File: src/rtl/pc_unit_if.sv
// pc_unit_if: bundles the fetch-side control inputs and the PC/status outputs
// of pc_unit. The pipeline side (hazard unit, branch resolution, fetch) uses
// the master modport; pc_unit itself uses the slave modport.
interface pc_unit_if #(
  parameter int XLEN  = 64,
  parameter int CNT_W = 32
);
  // Control from the pipeline towards the PC unit
  logic             fetch_ready;
  logic             stall;
  logic             redirect_valid;
  logic [XLEN-1:0]  redirect_target;
  logic             trap_valid;
  logic [XLEN-1:0]  trap_vector;
  logic             halt;
  logic             resume;

  // Status from the PC unit towards fetch and IF/ID
  logic [XLEN-1:0]  pc_out;
  logic             pc_valid;
  logic             misalign_fault;
  logic [CNT_W-1:0] fetch_count;

  modport master (
    output fetch_ready, stall, redirect_valid, redirect_target,
           trap_valid, trap_vector, halt, resume,
    input  pc_out, pc_valid, misalign_fault, fetch_count
  );

  modport slave (
    input  fetch_ready, stall, redirect_valid, redirect_target,
           trap_valid, trap_vector, halt, resume,
    output pc_out, pc_valid, misalign_fault, fetch_count
  );
endinterface

File: src/rtl/pc_unit.sv
// pc_unit: program counter for the head of the IF stage.
//   - BOOT / RUN / HALTED control FSM, pc_valid asserted only in RUN.
//   - Next-PC priority: trap > redirect > sequential accept > hold.
//   - Accept = pc_valid & fetch_ready & ~stall; accepted fetches are counted
//     in a free-running wrap-around counter.
//   - All outputs come straight from registers.
// Optional feature macro: PC_MISALIGN_TRAP_EN
//   defined   : a misaligned redirect loads trap_vector instead of the target
//               and misalign_fault pulses for one cycle.
//   undefined : the target's low alignment bits are cleared before loading and
//               misalign_fault is tied low.
module pc_unit #(
  parameter int          XLEN         = 64,
  parameter logic [63:0] RESET_VECTOR = 64'h0,
  parameter int          INST_BYTES   = 4,
  parameter int          CNT_W        = 32
) (
  input  logic     clk,
  input  logic     rst,
  pc_unit_if.slave bus
);

  // Sequential step and the mask selecting the instruction-alignment bits.
  localparam logic [XLEN-1:0] PC_STEP    = XLEN'(INST_BYTES);
  localparam logic [XLEN-1:0] ALIGN_MASK = XLEN'(INST_BYTES - 1);
  localparam logic [XLEN-1:0] RESET_PC   = RESET_VECTOR[XLEN-1:0];

  typedef enum logic [1:0] {
    ST_BOOT   = 2'd0,
    ST_RUN    = 2'd1,
    ST_HALTED = 2'd2
  } state_t;

  state_t           r_state;
  state_t           w_state_next;
  logic             r_pc_valid;
  logic [XLEN-1:0]  r_pc;
  logic [XLEN-1:0]  w_pc_next;
  logic [XLEN-1:0]  w_redirect_pc;
  logic [CNT_W-1:0] r_fetch_count;
  logic             w_accept;
  logic             w_count_en;
  logic             w_pc_load;

  // A fetch is only handed over while the PC is valid and fetch can take it.
  assign w_accept = r_pc_valid & bus.fetch_ready & ~bus.stall;

  // ---------------------------------------------------------------------
  // Redirect target handling (alignment policy selected at build time)
  // ---------------------------------------------------------------------
`ifdef PC_MISALIGN_TRAP_EN
  logic w_misalign;
  logic r_misalign_fault;

  // A redirect is misaligned when any instruction-alignment bit is set.
  assign w_misalign = bus.redirect_valid & (|(bus.redirect_target & ALIGN_MASK));

  // Misaligned redirects divert to the trap handler instead of the target.
  always_comb begin
    w_redirect_pc = bus.redirect_target;
    if (w_misalign) begin
      w_redirect_pc = bus.trap_vector;
    end
  end

  // Fault flag is registered so it reads as a clean one-cycle pulse per event;
  // it fires even when a simultaneous trap masks the redirect itself.
  always_ff @(posedge clk or posedge rst) begin
    if (rst) begin
      r_misalign_fault <= 1'b0;
    end else begin
      r_misalign_fault <= w_misalign;
    end
  end

  assign bus.misalign_fault = r_misalign_fault;
`else
  // Misaligned redirects are silently rounded down to the instruction boundary.
  always_comb begin
    w_redirect_pc = bus.redirect_target & ~ALIGN_MASK;
  end

  assign bus.misalign_fault = 1'b0;
`endif

  // ---------------------------------------------------------------------
  // Control FSM
  // ---------------------------------------------------------------------

  // State register; pc_valid is registered from the next state so it has no
  // combinational path from any input.
  always_ff @(posedge clk or posedge rst) begin
    if (rst) begin
      r_state    <= ST_BOOT;
      r_pc_valid <= 1'b0;
    end else begin
      r_state    <= w_state_next;
      r_pc_valid <= (w_state_next == ST_RUN);
    end
  end

  // Next-state logic: BOOT lasts one cycle, halt beats resume.
  always_comb begin
    w_state_next = r_state;
    unique case (r_state)
      ST_BOOT: begin
        w_state_next = ST_RUN;
      end
      ST_RUN: begin
        if (bus.halt) begin
          w_state_next = ST_HALTED;
        end
      end
      ST_HALTED: begin
        if (bus.resume && !bus.halt) begin
          w_state_next = ST_RUN;
        end
      end
      default: begin
        w_state_next = ST_BOOT;
      end
    endcase
  end

  // ---------------------------------------------------------------------
  // Next-PC selection
  // ---------------------------------------------------------------------

  // Strict priority trap > redirect > sequential. Trap and redirect act in
  // every state; sequential advance only happens on an accept (RUN only).
  // A cycle that loads a trap or redirect target does not count as a fetch.
  always_comb begin
    w_pc_next  = r_pc;
    w_pc_load  = 1'b0;
    w_count_en = 1'b0;
    if (bus.trap_valid) begin
      w_pc_next = bus.trap_vector;
      w_pc_load = 1'b1;
    end else if (bus.redirect_valid) begin
      w_pc_next = w_redirect_pc;
      w_pc_load = 1'b1;
    end else if (w_accept) begin
      w_pc_next  = r_pc + PC_STEP;
      w_pc_load  = 1'b1;
      w_count_en = 1'b1;
    end
  end

  // PC register; the add above wraps naturally at 2^XLEN.
  always_ff @(posedge clk or posedge rst) begin
    if (rst) begin
      r_pc <= RESET_PC;
    end else if (w_pc_load) begin
      r_pc <= w_pc_next;
    end
  end

  // Accepted-fetch counter, wraps at 2^CNT_W.
  always_ff @(posedge clk or posedge rst) begin
    if (rst) begin
      r_fetch_count <= '0;
    end else if (w_count_en) begin
      r_fetch_count <= r_fetch_count + 1'b1;
    end
  end

  assign bus.pc_out      = r_pc;
  assign bus.pc_valid    = r_pc_valid;
  assign bus.fetch_count = r_fetch_count;

endmodule

File: src/flat_wrapper.sv
// flat-port wrapper written by rule: the top's interface ports become plain ports
module pc_unit_flat 
#(
  parameter int          XLEN         = 64,
  parameter logic [63:0] RESET_VECTOR = 64'h0,
  parameter int          INST_BYTES   = 4,
  parameter int          CNT_W        = 32
)
  (clk, rst, bus_fetch_ready, bus_stall, bus_redirect_valid, bus_redirect_target, bus_trap_valid, bus_trap_vector, bus_halt, bus_resume, bus_pc_out, bus_pc_valid, bus_misalign_fault, bus_fetch_count);
  pc_unit_if #(.XLEN(XLEN), .CNT_W(CNT_W)) bus_i ();
  input  logic clk;
  input  logic rst;
  input wire logic [$bits(bus_i.fetch_ready)-1:0] bus_fetch_ready;
  input wire logic [$bits(bus_i.stall)-1:0] bus_stall;
  input wire logic [$bits(bus_i.redirect_valid)-1:0] bus_redirect_valid;
  input wire logic [$bits(bus_i.redirect_target)-1:0] bus_redirect_target;
  input wire logic [$bits(bus_i.trap_valid)-1:0] bus_trap_valid;
  input wire logic [$bits(bus_i.trap_vector)-1:0] bus_trap_vector;
  input wire logic [$bits(bus_i.halt)-1:0] bus_halt;
  input wire logic [$bits(bus_i.resume)-1:0] bus_resume;
  output wire logic [$bits(bus_i.pc_out)-1:0] bus_pc_out;
  output wire logic [$bits(bus_i.pc_valid)-1:0] bus_pc_valid;
  output wire logic [$bits(bus_i.misalign_fault)-1:0] bus_misalign_fault;
  output wire logic [$bits(bus_i.fetch_count)-1:0] bus_fetch_count;
  assign bus_i.fetch_ready = bus_fetch_ready;
  assign bus_i.stall = bus_stall;
  assign bus_i.redirect_valid = bus_redirect_valid;
  assign bus_i.redirect_target = bus_redirect_target;
  assign bus_i.trap_valid = bus_trap_valid;
  assign bus_i.trap_vector = bus_trap_vector;
  assign bus_i.halt = bus_halt;
  assign bus_i.resume = bus_resume;
  assign bus_pc_out = bus_i.pc_out;
  assign bus_pc_valid = bus_i.pc_valid;
  assign bus_misalign_fault = bus_i.misalign_fault;
  assign bus_fetch_count = bus_i.fetch_count;
  pc_unit #(.XLEN(XLEN), .RESET_VECTOR(RESET_VECTOR), .INST_BYTES(INST_BYTES), .CNT_W(CNT_W)) u_core (.clk(clk), .rst(rst), .bus(bus_i));
endmodule
File: config.mk
export PLATFORM = sky130hd
export DESIGN_NAME = pc_unit_flat
export DESIGN_NICKNAME = d
export VERILOG_FILES = /design/src/rtl/pc_unit_if.sv /design/src/rtl/pc_unit.sv /design/src/flat_wrapper.sv
export SDC_FILE = /design/constraint.sdc
export NUM_CORES = 1
export LEC_CHECK = 0
export CORE_ASPECT_RATIO = 0.8
export CORE_MARGIN = 4
export CORE_UTILIZATION = 30
export CTS_CLUSTER_SIZE = 20
export DETAILED_ROUTE_END_ITERATION = 6
export HOLD_SLACK_MARGIN = 0.08
export SLEW_MARGIN = 20
export SYNTH_ARGS = -nofsm -noshare
export SYNTH_HDL_FRONTEND = slang
export SYNTH_SLANG_ARGS = --single-unit
File: constraint.sdc
create_clock -name clk -period 5.1 [get_ports clk]
set_input_delay 1.02 -clock clk [delete_from_list [all_inputs] [get_ports clk]]
set_output_delay 1.02 -clock clk [all_outputs]
set_load 0.05 [all_outputs]
==> flow_metrics.env <==
export IMPL_cts_buffers=9
export IMPL_yosysWarnings=0
export IMPL_path_common_cell="nand3_1"
export IMPL_synth_top_flop_cell="dfrtp_1"
export IMPL_grt_pass1_wl_um=40000
export IMPL_io_buffer_count=230
export IMPL_rr_startpoint="u_core.bus.pc_out[2]"
export IMPL_grt_pass1_vias=6695
export IMPL_power_density_nw_per_um2=291
export IMPL_finalSetupTns_ps=0
export IMPL_ant_nets=0
export IMPL_drt_pass1_iterations=5
export IMPL_hold_path_class="flop to flop"
export IMPL_dp_slack_ps=1510
export IMPL_drt_iter0_drc=735
export IMPL_drc=0
export IMPL_slew_headroom_pct=25.2
export IMPL_die_x_um=172
export IMPL_maxCapViolCount=0
export IMPL_setup_viol=0
export IMPL_synth_area_leaders="dfrtp_1 39%, nand2_1 5.2%, xnor2_1 4.9%"
export IMPL_arrival_ps=3530
export IMPL_ys_seq_area_share_pct=38.6
export IMPL_start_util_pct=30.8
export IMPL_ir_worst_vdd_uv=242
export IMPL_coreArea_um2=20900
export IMPL_routed_wl_um=26100
export IMPL_synthCells=774
export IMPL_syn_area_um2=6420
export IMPL_layout_drive_gt1_share_pct=4.85
export IMPL_diodes=0
export IMPL_nFillCells=2034
export IMPL_fin_crit_sh_pct=64.5
export IMPL_criticalPathCategory="flop to flop"
export IMPL_worstPathCellList="ha_1 -> nand3_1 -> or3_1 -> nor4_2 -> nand3_1 -> mux2i_1 -> mux2_2"
export IMPL_status="finished, final reports clean"
export IMPL_post_cts_repair_setup_buffers=0
export IMPL_synthArstFlopShare_pct=100
export IMPL_start_kind="flop"
export IMPL_cp_slowest_stage_delay_ps=960
export IMPL_crit_path_top_delay_cell="nor4_2"
export IMPL_die_y_um=139
export IMPL_min_from="u_core.bus.fetch_count[31]"
export IMPL_startpoint="u_core.bus.pc_out[2]"
export IMPL_rows=47
export IMPL_required_ps=5340
export IMPL_grt_max_degree=100
export IMPL_clk_pin_slew_ps=80
export IMPL_clock_latency_ps=360
export IMPL_cts_resized=0
export IMPL_cts_sinks=99
export IMPL_tightestPinTransition_ps=1110
export IMPL_antenna_found_initial=3
export IMPL_p_total_mw=2.71
export IMPL_fin_skew_ps=12.3
export IMPL_slew_violations=0
export IMPL_wl_per_cell_um=20.8
export IMPL_min_period_ps=3290
export IMPL_syn_nets=912
export IMPL_cts_hold_buf=0
export IMPL_layout_commonest_cell="clkdlybuf4s50_1"
export IMPL_cts_tree="yes"
export IMPL_grt_overflow=0
export IMPL_synth_top_area_cell="dfrtp_1"
export IMPL_final_cell_mix="228 x clkdlybuf4s50_1, 99 x dfrtp_1, 89 x nand2_1, 69 x nor2_1, 58 x o21ai_0"
export IMPL_endpoint_kind="flop"
export IMPL_gp_congestion=0.821
export IMPL_final_nets=1122
export IMPL_cts_buffer_depth=2
export IMPL_fin_ws_ps=1810
export IMPL_synthToLayoutAreaGrowth_pct=45.0
export IMPL_crit_buf_inv=0
export IMPL_rsz0062_at_grt="false"
export IMPL_grt_usage_pct=21.4
export IMPL_p_leak_nw=3.61
export IMPL_path_max_fanout=8
export IMPL_avgSynthCellArea_um2=8.30
export IMPL_dieArea_um2=23800
export IMPL_path_delay_family="simple AND/OR/NAND/NOR gates"
export IMPL_synth_edf_count=0
export IMPL_num_io_pins=234
export IMPL_synth_cell_types=67
export IMPL_post_dp_cell_area_um2=9010
export IMPL_synth_top_area_share_pct=38.6
export IMPL_vias=6906
export IMPL_finalHoldViolCount=0
export IMPL_drt_vias_per_instance=5.49
export IMPL_cts_root_buf="clkbuf_16"
export IMPL_timing_fmax_mhz=304
export IMPL_htreeDepth=3
export IMPL_dp_hpwl_um=18900
export IMPL_ys_ff_latch=99
export IMPL_fin_area_um2=9320
-- cells by family after synthesis --
logic type,synth area share (%)
simple gates,26.0
buf+inv,4.03
compound gates,20.2
mux,2.51
flops,38.6
xor+xnor,8.32
other cells,0.0584
fa+ha+maj,0.389
-- worst paths after layout --
| kind | end | cells after the start | slack (ps) |
|---|---|---|---|
| max in group asynchronous | u_core.bus.pc_out[13] | 3 | 3520 |
| min in group asynchronous | u_core.bus.pc_out[56] | 3 | 1150 |
| max reg2reg | u_core.bus.pc_out[48] | 7 | 1810 |
| min reg2reg | u_core.bus.fetch_count[31] | 1 | 480 |
| max | u_core.bus.pc_out[48] | 7 | 1810 |
| min | u_core.bus.fetch_count[31] | 1 | 480 |
-- worst reg2reg max path, cell delays in order, from the launching register on --
cell,delay (ps)
dfrtp_1,500
ha_1,340
nand3_1,270
or3_1,460
nor4_2,960
nand3_1,220
mux2i_1,170
mux2_2,260
-- synth_stat cells, drive strengths merged (5+ instances only) --
master	instances
nor3	23
and4	10
dfrtp	99
nand2	89
nor4	20
a221oi	5
o21ai	58
mux2i	15
buf	12
o31ai	9
a221o	5
o31a	5
a211oi	5
inv	22
clkbuf	33
a21oi	45
a22oi	13
xor2	25
and3	16
a31oi	5
nand3	41
nand4	30
xnor2	36
or4	5
nor2	70
a22o	11
or3	8
-- stage by stage --
step / utilization [%] / hold WS (ps) / cells
finish: 44.6 / 483 / 1258
global route: 44.6 / 510 / 1258
CTS: 44.6 / 485 / 1258
detailed placement: 43.1 / 471 / 1242
global placement: 43.1 / 464 / 1242
floorplan: - / 504 / 774
-- sequential cells by signal, indices dropped and copies added (netlist names) --
register,count
u_core.r_state,2
u_core.bus.fetch_count,32
u_core.bus.pc_valid,1
u_core.bus.pc_out,64
-- layer usage --
metal	vias up	global-route usage [%]	share of wire, %
li1	3281	-	-
met1	3283	31.7	47
met2	303	30.7	42
met3	33	6.24	8.6
met4	6	4.84	1.6
met5	-	0	0.14
-- area by class of cell --
| class | count | area [um2] | share of cell area [%] |
|---|---|---|---|
| Clock buffer | 9 | 225 | 2.42 |
| Clock inverter | 7 | 82.6 | 0.887 |
| Inverter | 22 | 85.1 | 0.913 |
| Multi-Input combinational cell | 608 | 3700 | 39.7 |
| Sequential cell | 99 | 2480 | 26.6 |
| Tap cell | 269 | 337 | 3.61 |
| Timing Repair Buffer | 244 | 2410 | 25.9 |
-- power by group --
part / leakage, nW / switching [mW] / internal (mW) / total [mW]
clock: 0.150 / 0.357 / 0.392 / 0.749
combinational: 2.23 / 0.581 / 0.370 / 0.951
sequential: 1.22 / 0.141 / 0.871 / 1.01
No activity file was read; power rests on OpenSTA's default activity.
